### src/rtl/pipelined_ripple_adder.sv
// pipelined_ripple_adder
//   WIDTH-bit adder (a + b + cin -> WIDTH+1 bit result) whose carry chain is
//   cut into STAGES registered segments of SEG_W bits (last one takes the
//   remainder). Valid/ready on both sides with full backpressure; a stage that
//   holds no valid data always accepts, so bubbles collapse under a stall.
//   Optional macro PIPELINED_ADDER_SUB_MODE_EN adds in_sub: when set, B is
//   inverted and the carry-in forced to 1 at entry, so out_sum[WIDTH-1:0] is
//   a - b and out_sum[WIDTH] = 1 means no borrow. The subtract decision rides
//   down the pipeline inside the carried (already inverted) B bits.

module pipelined_ripple_adder #(
  parameter int WIDTH  = 3,
  parameter int STAGES = 2
) (
  input  logic             clk,
  input  logic             rst_n,
  input  logic             in_valid,
  output logic             in_ready,
  input  logic [WIDTH-1:0] in_a,
  input  logic [WIDTH-1:0] in_b,
  input  logic             in_cin,
`ifdef PIPELINED_ADDER_SUB_MODE_EN
  input  logic             in_sub,
`endif
  output logic             out_valid,
  input  logic             out_ready,
  output logic [WIDTH:0]   out_sum
);

  localparam int SEG_W = (WIDTH + STAGES - 1) / STAGES;

  // Stage registers: valid, carry out of the segment, partial sum, operands.
  logic [STAGES-1:0] r_v;
  logic              r_cy   [STAGES];
  logic [WIDTH-1:0]  r_psum [STAGES];
  logic [WIDTH-1:0]  r_a    [STAGES];
  logic [WIDTH-1:0]  r_b    [STAGES];

  // Upstream view of each stage and its combinational segment result.
  logic [STAGES-1:0] w_adv;
  logic [STAGES-1:0] w_up_v;
  logic              w_up_cy   [STAGES];
  logic [WIDTH-1:0]  w_up_psum [STAGES];
  logic [WIDTH-1:0]  w_up_a    [STAGES];
  logic [WIDTH-1:0]  w_up_b    [STAGES];
  logic              w_cy      [STAGES];
  logic [WIDTH-1:0]  w_psum    [STAGES];

  logic [WIDTH-1:0]  w_b0;
  logic              w_cin0;
  logic              w_adv_nxt;

  // Operand conditioning at pipeline entry (subtract = add inverted B plus one).
  always_comb begin
    w_b0   = in_b;
    w_cin0 = in_cin;
`ifdef PIPELINED_ADDER_SUB_MODE_EN
    if (in_sub) begin
      w_b0   = ~in_b;
      w_cin0 = 1'b1;
    end
`endif
  end

  // Advance chain: a stage moves when it is empty or its successor moves.
  always_comb begin
    w_adv     = '0;
    w_adv_nxt = out_ready;
    for (int k = STAGES - 1; k >= 0; k--) begin
      w_adv_nxt = !r_v[k] || w_adv_nxt;
      w_adv[k]  = w_adv_nxt;
    end
  end

  genvar g;
  generate
    for (g = 0; g < STAGES; g++) begin : g_stage
      localparam int LO = g * SEG_W;
      localparam int HI = ((g + 1) * SEG_W > WIDTH) ? WIDTH : (g + 1) * SEG_W;

      logic [WIDTH-1:0] w_seg_sum;
      logic             w_seg_cy;

      if (g == 0) begin : g_head
        assign w_up_v[g]    = in_valid;
        assign w_up_cy[g]   = w_cin0;
        assign w_up_psum[g] = '0;
        assign w_up_a[g]    = in_a;
        assign w_up_b[g]    = w_b0;
      end else begin : g_body
        assign w_up_v[g]    = r_v[g-1];
        assign w_up_cy[g]   = r_cy[g-1];
        assign w_up_psum[g] = r_psum[g-1];
        assign w_up_a[g]    = r_a[g-1];
        assign w_up_b[g]    = r_b[g-1];
      end

      // Ripple through this stage's bit slice [LO, HI); empty slices pass the carry.
      always_comb begin
        w_seg_cy  = w_up_cy[g];
        w_seg_sum = w_up_psum[g];
        for (int i = 0; i < WIDTH; i++) begin
          if (i >= LO && i < HI) begin
            w_seg_sum[i] = w_up_a[g][i] ^ w_up_b[g][i] ^ w_seg_cy;
            w_seg_cy     = (w_up_a[g][i] & w_up_b[g][i]) |
                           (w_seg_cy & (w_up_a[g][i] ^ w_up_b[g][i]));
          end
        end
      end

      assign w_psum[g] = w_seg_sum;
      assign w_cy[g]   = w_seg_cy;
    end
  endgenerate

  // Stage registers: valid follows upstream on advance; data only loads with valid data.
  always_ff @(posedge clk or negedge rst_n) begin
    if (!rst_n) begin
      r_v <= '0;
      for (int k = 0; k < STAGES; k++) begin
        r_cy[k]   <= 1'b0;
        r_psum[k] <= '0;
        r_a[k]    <= '0;
        r_b[k]    <= '0;
      end
    end else begin
      for (int k = 0; k < STAGES; k++) begin
        if (w_adv[k]) begin
          r_v[k] <= w_up_v[k];
          if (w_up_v[k]) begin
            r_cy[k]   <= w_cy[k];
            r_psum[k] <= w_psum[k];
            r_a[k]    <= w_up_a[k];
            r_b[k]    <= w_up_b[k];
          end
        end
      end
    end
  end

  assign in_ready  = w_adv[0];
  assign out_valid = r_v[STAGES-1];
  assign out_sum   = {r_cy[STAGES-1], r_psum[STAGES-1]};

endmodule

### config.mk
export PLATFORM = sky130hd
export DESIGN_NAME = pipelined_ripple_adder
export DESIGN_NICKNAME = d
export VERILOG_FILES = /design/src/rtl/pipelined_ripple_adder.sv
export SDC_FILE = /design/constraint.sdc
export NUM_CORES = 1
export LEC_CHECK = 0
export BUFFER_PORTS_ARGS = -buffer_cell sky130_fd_sc_hd__buf_4
export CAP_MARGIN = 10
export CORE_MARGIN = 2
export CORE_UTILIZATION = 26
export DETAILED_ROUTE_END_ITERATION = 16
export GPL_TIMING_DRIVEN = 0
export PLACE_DENSITY = 0.56
export SLEW_MARGIN = 10
export SYNTH_ARGS = -nofsm -noshare
export SYNTH_HDL_FRONTEND = slang
export SYNTH_SLANG_ARGS = --single-unit
### constraint.sdc
create_clock -name clk -period 1.7 [get_ports clk]
set_input_delay 0.17 -clock clk [delete_from_list [all_inputs] [get_ports clk]]
set_output_delay 0.17 -clock clk [all_outputs]
set_load 0.02 [all_outputs]
==> results.tsv, run 1 <==
metric	value	unit
avgSynthCellArea	14.09	µm²
r2r_start	r_cy[1]	
cts_max_level	1	
crit_fanout	2	
finalInstanceArea	725.7	µm²
relSlewSlack	91.51	%
fin_worst_skew	0.0004672	ns
design.die.area	2439	µm²
portBuffers	16	
ys.warnings.count	0	
ctsResizeCount	0	
fin_crit	1.258	ns
netlist_top_cells_area	dfrtp_1, fa_1, mux2_2	
fillCellCount	208	
setup.worst_path.class	flip-flop to flip-flop	
synth_area	535.5	µm²
overflow	0	
final_cells	86	
power.switching	233.7	µW
die_w	49.39	µm
fp-row-count	16	
grt_first_pass_wirelength	1.531	mm
synth_top_area_share	51.40	%
critPathArrivalTime	1.41	ns
seq_area_frac_synth	51.40	%
final_core_util	36.99	%
post_dp_cell_area	689.4	µm²
path_clk_slew	0.06	ns
synth_xor_area_share	0	%
final_common_cell	buf_4	
clockRootBuffer	clkbuf_4	
area_growth	35.51	%
p_clk_share	21.5	%
cts_tree	done	
drt.antenna.violating_nets	0	
cellLeakagePower	0.0003671	µW
period_share	73.97	%
layout-drive-gt1-share	50.85	%
synth_compound_area_share	2.103	%
power.density	1093	nW/µm²
synth_top_family_by_area	multiplexers	
yosys.area_share.simple	11.21	%
synthCells	38	
dr_total_vias	329	
met3_usage	2.761	%
track_usage	8.997	%
worstSkewPairLatency	0.26	ns
synth_fa_ha_area_share	11.21	%
wl_per_cell	9.337	µm
clock-sinks	11	
drc	0	
drv_slew	0	
setup-violations-final	0	
hpwl	658.6	µm
worst_pin_slew	0.1238	ns
fmax	795.2	MHz
cp_cell_sequence	fa_1 > mux2_2	
sw_frac_of_total	29.46	%
hold_class	primary input to flip-flop	
numCtsBuffers	3	
synthMuxAreaShare	17.76	%
crit_slowest_cell	fa_1	
status	finished clean	
slowest_delay	0.47	ns
synth_nets	52	
antenna_cells	0	
hold_start	in_valid	
startpoint_type	flip-flop	
drt_iter0_markers	2	
first_global_vias	374	
tns	0	ns
fin_nets	74	
hold_violations	0	
yosys.area.top_type	dfrtp_1	
fp.dieH	49.39	µm
coreArea	1962	µm²
dp_cells	81	
met1_usage	9.671	%
p_int	559.6	µW
comb_power_share	32.7	%
worstSetupEndpointType	flip-flop	
wirelength	803	µm
critPathRequiredTime	1.85	ns
first_pass_iters	2	
ir_drop	0.3452	mV
rsz0062_at_grt	false	
grt_max_degree	12	
antenna_found_initial	0	
setup_slack	0.4425	ns
use_met2	13.29	%
pre_cts_slack	0.3034	ns
final_cell_mix	buf_4, dfrtp_1, inv_1	
yosysUniqueCellTypes	15	
synth_seq_cells	11	
clockBufferDepth	2	
via_per_inst	3.826	
initial_utilization	27.30	%
io_pins	17	
grt.busiest_layer	met2	
gp_congestion	0.6260	
startpoint	r_cy[1]	
pwr-share-seq	45.8	%
maxCapViolCount	0	
[final timing paths]
check                                          end  slack (ns)  depth (start not counted)
min in group asynchronous                   r_v[1]        0.27                          2
max in group asynchronous                   r_b[5]        1.29                          2
hold / removal             g_stage[1].w_seg_sum[0]        0.13                          2
hold reg to reg                         out_sum[2]        0.51                          1
setup reg to reg                        out_sum[2]        0.44                          2
setup / recovery                        out_sum[2]        0.44                          2
[cell usage after synthesis]
library cell,number
a21oi_1,1
a31oi_1,1
buf_4,1
dfrtp_1,11
fa_1,3
inv_1,7
mux2_2,4
mux2_4,2
mux2i_1,2
nand2_2,1
nand2_4,1
nand2b_1,1
nand3b_4,1
or2b_1,1
or2b_2,1
[area by class of cell]
type	instances	area [µm²]	share of cell area [%]
clock buffers	4	26.28	3.621
inverters	7	26.28	3.621
flip-flops and latches	11	275.3	37.93
repair buffers	17	130.1	17.93
well taps	27	33.78	4.655
plain buffers	1	7.507	1.034
multi-input cells	19	226.5	31.21
[power groups by stage]
stage / combinational [µW] / sequential [µW] / clock (µW)
after CTS: 265 / 365 / 183
after global placement: 259 / 367 / 0
after detailed placement: 263 / 371 / 0
after global routing: 287 / 374 / 194
final: 259 / 364 / 170
after floorplan: 121 / 401 / 0
[critical path: cells and delay by family, from the launching register on]
family / cells / cell delay, ns
adder cells (fa/ha/maj): 1 / 0.47
flip-flops: 1 / 0.41
multiplexers: 1 / 0.26
[sequential cells by signal, summed over array words and instances, names as in the netlist]
name and count:
r_v 2, r_a 1, g_stage.w_seg_sum 2, r_cy 1
out_sum 4, r_b 1
[timing repair]
action,CTS,global route
setup buffers,0,0
endpoints found under the hold margin,11,0
hold buffers,1,0
[routing by layer]
layer,up-vias,share of wire [%]
li1,161,-
met5,-,0
met3,2,5.1
met4,0,3.1
met1,156,45
met2,10,46
[stage by stage]
step / total power, µW / hold slack (ns)
2_1_floorplan: 521.9 / -0.1256
3_3_place_gp: 626.2 / 0.01045
5_1_grt: 854.7 / 0.1221
4_1_cts: 812.6 / 0.1152
6_report: 793.3 / 0.1264
3_5_place_dp: 634.0 / 0.009929
[kinds of logic after synthesis]
logic type | Yosys count
flops | 11
buf+inv | 8
mux | 8
simple gates | 6
fa+ha+maj | 3
compound gates | 2
Power figures use the tool's default switching activity.
==> run 2: changes to the inputs <==
--- a/config.mk
+++ b/config.mk
@@ -5,13 +5,14 @@
 export SDC_FILE = /design/constraint.sdc
 export NUM_CORES = 1
 export LEC_CHECK = 0
+export ABC_AREA = 1
 export BUFFER_PORTS_ARGS = -buffer_cell sky130_fd_sc_hd__buf_4
 export CAP_MARGIN = 10
 export CORE_MARGIN = 2
 export CORE_UTILIZATION = 26
 export DETAILED_ROUTE_END_ITERATION = 16
 export GPL_TIMING_DRIVEN = 0
-export PLACE_DENSITY = 0.56
+export PLACE_DENSITY = 0.58
 export SLEW_MARGIN = 10
 export SYNTH_ARGS = -nofsm -noshare
 export SYNTH_HDL_FRONTEND = slang
==> constraint.sdc (replaced) <==
create_clock -name clk -period 1 [get_ports clk]
set_input_delay 0.1 -clock clk [delete_from_list [all_inputs] [get_ports clk]]
set_output_delay 0.1 -clock clk [all_outputs]
set_load 0.02 [all_outputs]
==> run 2 against run 1 <==
The flow now finishes with violations (negative setup slack). Clock skew rose by 0.0011 ns. Critical path depth is 1 higher. Synthesized cell count is 50% higher. Core utilization grew 5.4 points. Sequential power increased by 74%. Register-to-register slack got worse by 0.59 ns. Sequential share of layout area down 4.3 points. Maximum frequency rose by 9.5%. Global-route usage rose by 1.1 points. Routed wire length rose by 27%. Via count up 39%. Sequential cell count unchanged. Critical path type unchanged. Critical endpoint unchanged. Largest cell class unchanged.
==> results.tsv, run 2 <==
metric	value	unit	change
status	finished with violations		
violations	negative setup slack		
yosys.area_share.simple	29.34	%	+18 points
portBuffers	16		unchanged
worst_pin_slew	0.1613	ns	+0.03748 ns
fin_worst_skew	0.001538	ns	+0.001070 ns
setup-violations-final	4		+4
fmax	870.6	MHz	+9.5%
die_w	49.28	µm	-0.22%
first_pass_iters	2		unchanged
critPathArrivalTime	1.35	ns	-0.06 ns
antenna_cells	0		unchanged
final_cell_mix	nand2_1, buf_4, dfrtp_1		
hold_class	primary input to flip-flop		
cellLeakagePower	0.0004394	µW	+20%
track_usage	10.05	%	+1.1 points
synthArstFlopShare	100.0	%	unchanged
use_met2	17.79	%	+4.5 points
cts_max_level	1		unchanged
power.density	1823	nW/µm²	+67%
area_growth	54.46	%	
via_per_inst	4.126		+7.9%
ys.warnings.count	0		unchanged
synth.most_common_cell	nand2_1		
clock-sinks	11		unchanged
gp_congestion	0.6429		+2.7%
synth_nets	71		+37%
grt.busiest_layer	met2		
crit_fanout	2		unchanged
overflow	0		unchanged
synth_top_area_share	51.64	%	+0.24 points
synth_fa_ha_area_share	11.27	%	+0.053 points
wirelength	1.023	mm	+27%
startpoint_type	flip-flop		
synth_area	533.0	µm²	-0.47%
rsz0062_at_grt	true		
period_share	114.9	%	+41 points
drv_slew	0		unchanged
ir_drop	0.6022	mV	+74%
seq_area_frac_synth	51.64	%	+0.24 points
avgSynthCellArea	9.351	µm²	-34%
critPathRequiredTime	1.20	ns	-0.65 ns
initial_utilization	27.45	%	+0.15 points
hold_slack	0.07554	ns	-0.05082 ns
dr_total_vias	458		+39%
final_common_cell	nand2_1		
grt_max_degree	12		unchanged
startpoint	r_b[5]		
drc	0		unchanged
drt.antenna.violating_nets	0		unchanged
yosys.area.top_type	dfrtp_1		
worstSkewPairLatency	0.26	ns	about the same
clockBufferDepth	2		unchanged
yosysUniqueCellTypes	8		-7
synth_xor_area_share	0	%	unchanged
yosys_most_used_dff	dfrtp_1		
setup_slack	-0.1487	ns	-0.5912 ns
setup.worst_path.class	flip-flop to flip-flop		
cts_tree	done		
synthMuxAreaShare	0	%	-18 points
design.die.area	2428	µm²	-0.44%
met3_usage	3.067	%	+0.31 points
drt_iter0_markers	8		+6
synth_edf_count	0		unchanged
post_dp_cell_area	699.4	µm²	+1.5%
layout-drive-gt1-share	47.62	%	-3.2 points
worstSetupEndpointType	flip-flop		
finalInstanceArea	823.3	µm²	+13%
synthCells	57		+50%
hold_start	in_b[2]		
numCtsBuffers	3		unchanged
fillCellCount	210		+0.96%
first_global_vias	471		+26%
fp.dieH	49.28	µm	-0.22%
met1_usage	9.808	%	+0.14 points
design_power_total	1501	µW	+89%
io_pins	17		unchanged
grt_first_pass_wirelength	1.828	mm	+19%
fin_crit	1.149	ns	-0.1088 ns
clockRootBuffer	clkbuf_4		
synth_top_family_by_area	simple AND/OR/NAND/NOR gates		
synth_seq_cells	11		unchanged
coreArea	1942	µm²	-1.0%
fin_nets	99		+34%
path_clk_slew	0.07	ns	about the same
pre_cts_slack	-0.4106	ns	-0.7140 ns
wl_per_cell	9.216	µm	-1.3%
r2r_start	r_b[5]		
synth_compound_area_share	0	%	-2.1 points
relSlewSlack	89.25	%	-2.3 points
synth_commonest_cells	nand2_1, dfrtp_1, inv_1, nand3_1, fa_1		
largest_reg_flops	4		unchanged
hold_violations	0		unchanged
antenna_found_initial	0		unchanged
maxCapViolCount	0		unchanged
netlist_top_cells_area	dfrtp_1, nand2_1, fa_1		
fp-row-count	16		unchanged
run 2: area by class of cell:
cell class | count | area, µm² | share of cell area (%)
well taps | 27 | 33.78 | 4.103
multi-input cells | 36 | 244.0 | 29.64
clock buffers | 4 | 26.28 | 3.191
inverters | 9 | 41.29 | 5.015
repair buffers | 24 | 201.4 | 24.47
flip-flops and latches | 11 | 276.5 | 33.59
run 2: path summary, 6_finish.rpt:
| path | slack, ns | cells after the start | end |
|---|---|---|---|
| setup reg to reg | -0.15 | 3 | out_sum[2] |
| hold reg to reg | 0.47 | 2 | out_sum[0] |
| min in group asynchronous | 0.21 | 2 | r_v[1] |
| setup / recovery | -0.15 | 3 | out_sum[2] |
| max in group asynchronous | 0.63 | 2 | r_v[0] |
| hold / removal | 0.08 | 3 | r_b[5] |
run 2: metrics by stage:
step / TNS (ns) / cells / utilization (%)
5_1_grt: -0.4403 / 111 / 42.40
3_5_place_dp: -0.9325 / 100 / 36.02
6_report: -0.2680 / 111 / 42.40
4_1_cts: -0.3739 / 108 / 40.27
2_1_floorplan: -0.4572 / 57 / -
3_3_place_gp: -0.8588 / 100 / 36.02
run 2: cells by family after synthesis:
| kind of cell | count (synthesis) |
|---|---|
| DFF | 11 |
| and+or+nand+nor | 33 |
| adders and majority gates | 3 |
| buffers and inverters | 10 |
run 2: what timing repair did:
item / in CTS / in global routing
endpoints found under the setup margin: 6 / 7
setup buffers: 3 / 4
resized for setup: 7 / 6
hold buffers: 1 / 0
pin swaps: 6 / 4
endpoints found under the hold margin: 11 / 0
run 2: where the power goes:
group	internal [µW]	switching, µW	total, µW	leakage, µW
Clock	154	139	293	0.0000150
Combinational	292	283	575	0.000291
Sequential	555	76.9	632	0.000133
run 2: per-layer routing:
layer / vias up / wire length (µm)
li1: 227 / -
met1: 212 / 396
met2: 17 / 531
met3: 2 / 82
met4: 0 / 12
met5: - / 0
run 2: worst max-delay path, stage by stage (launching register included):
cell	delay [ns]
dfrtp_1	0.40
fa_2	0.58
nand3_2	0.05
nand2_1	0.05
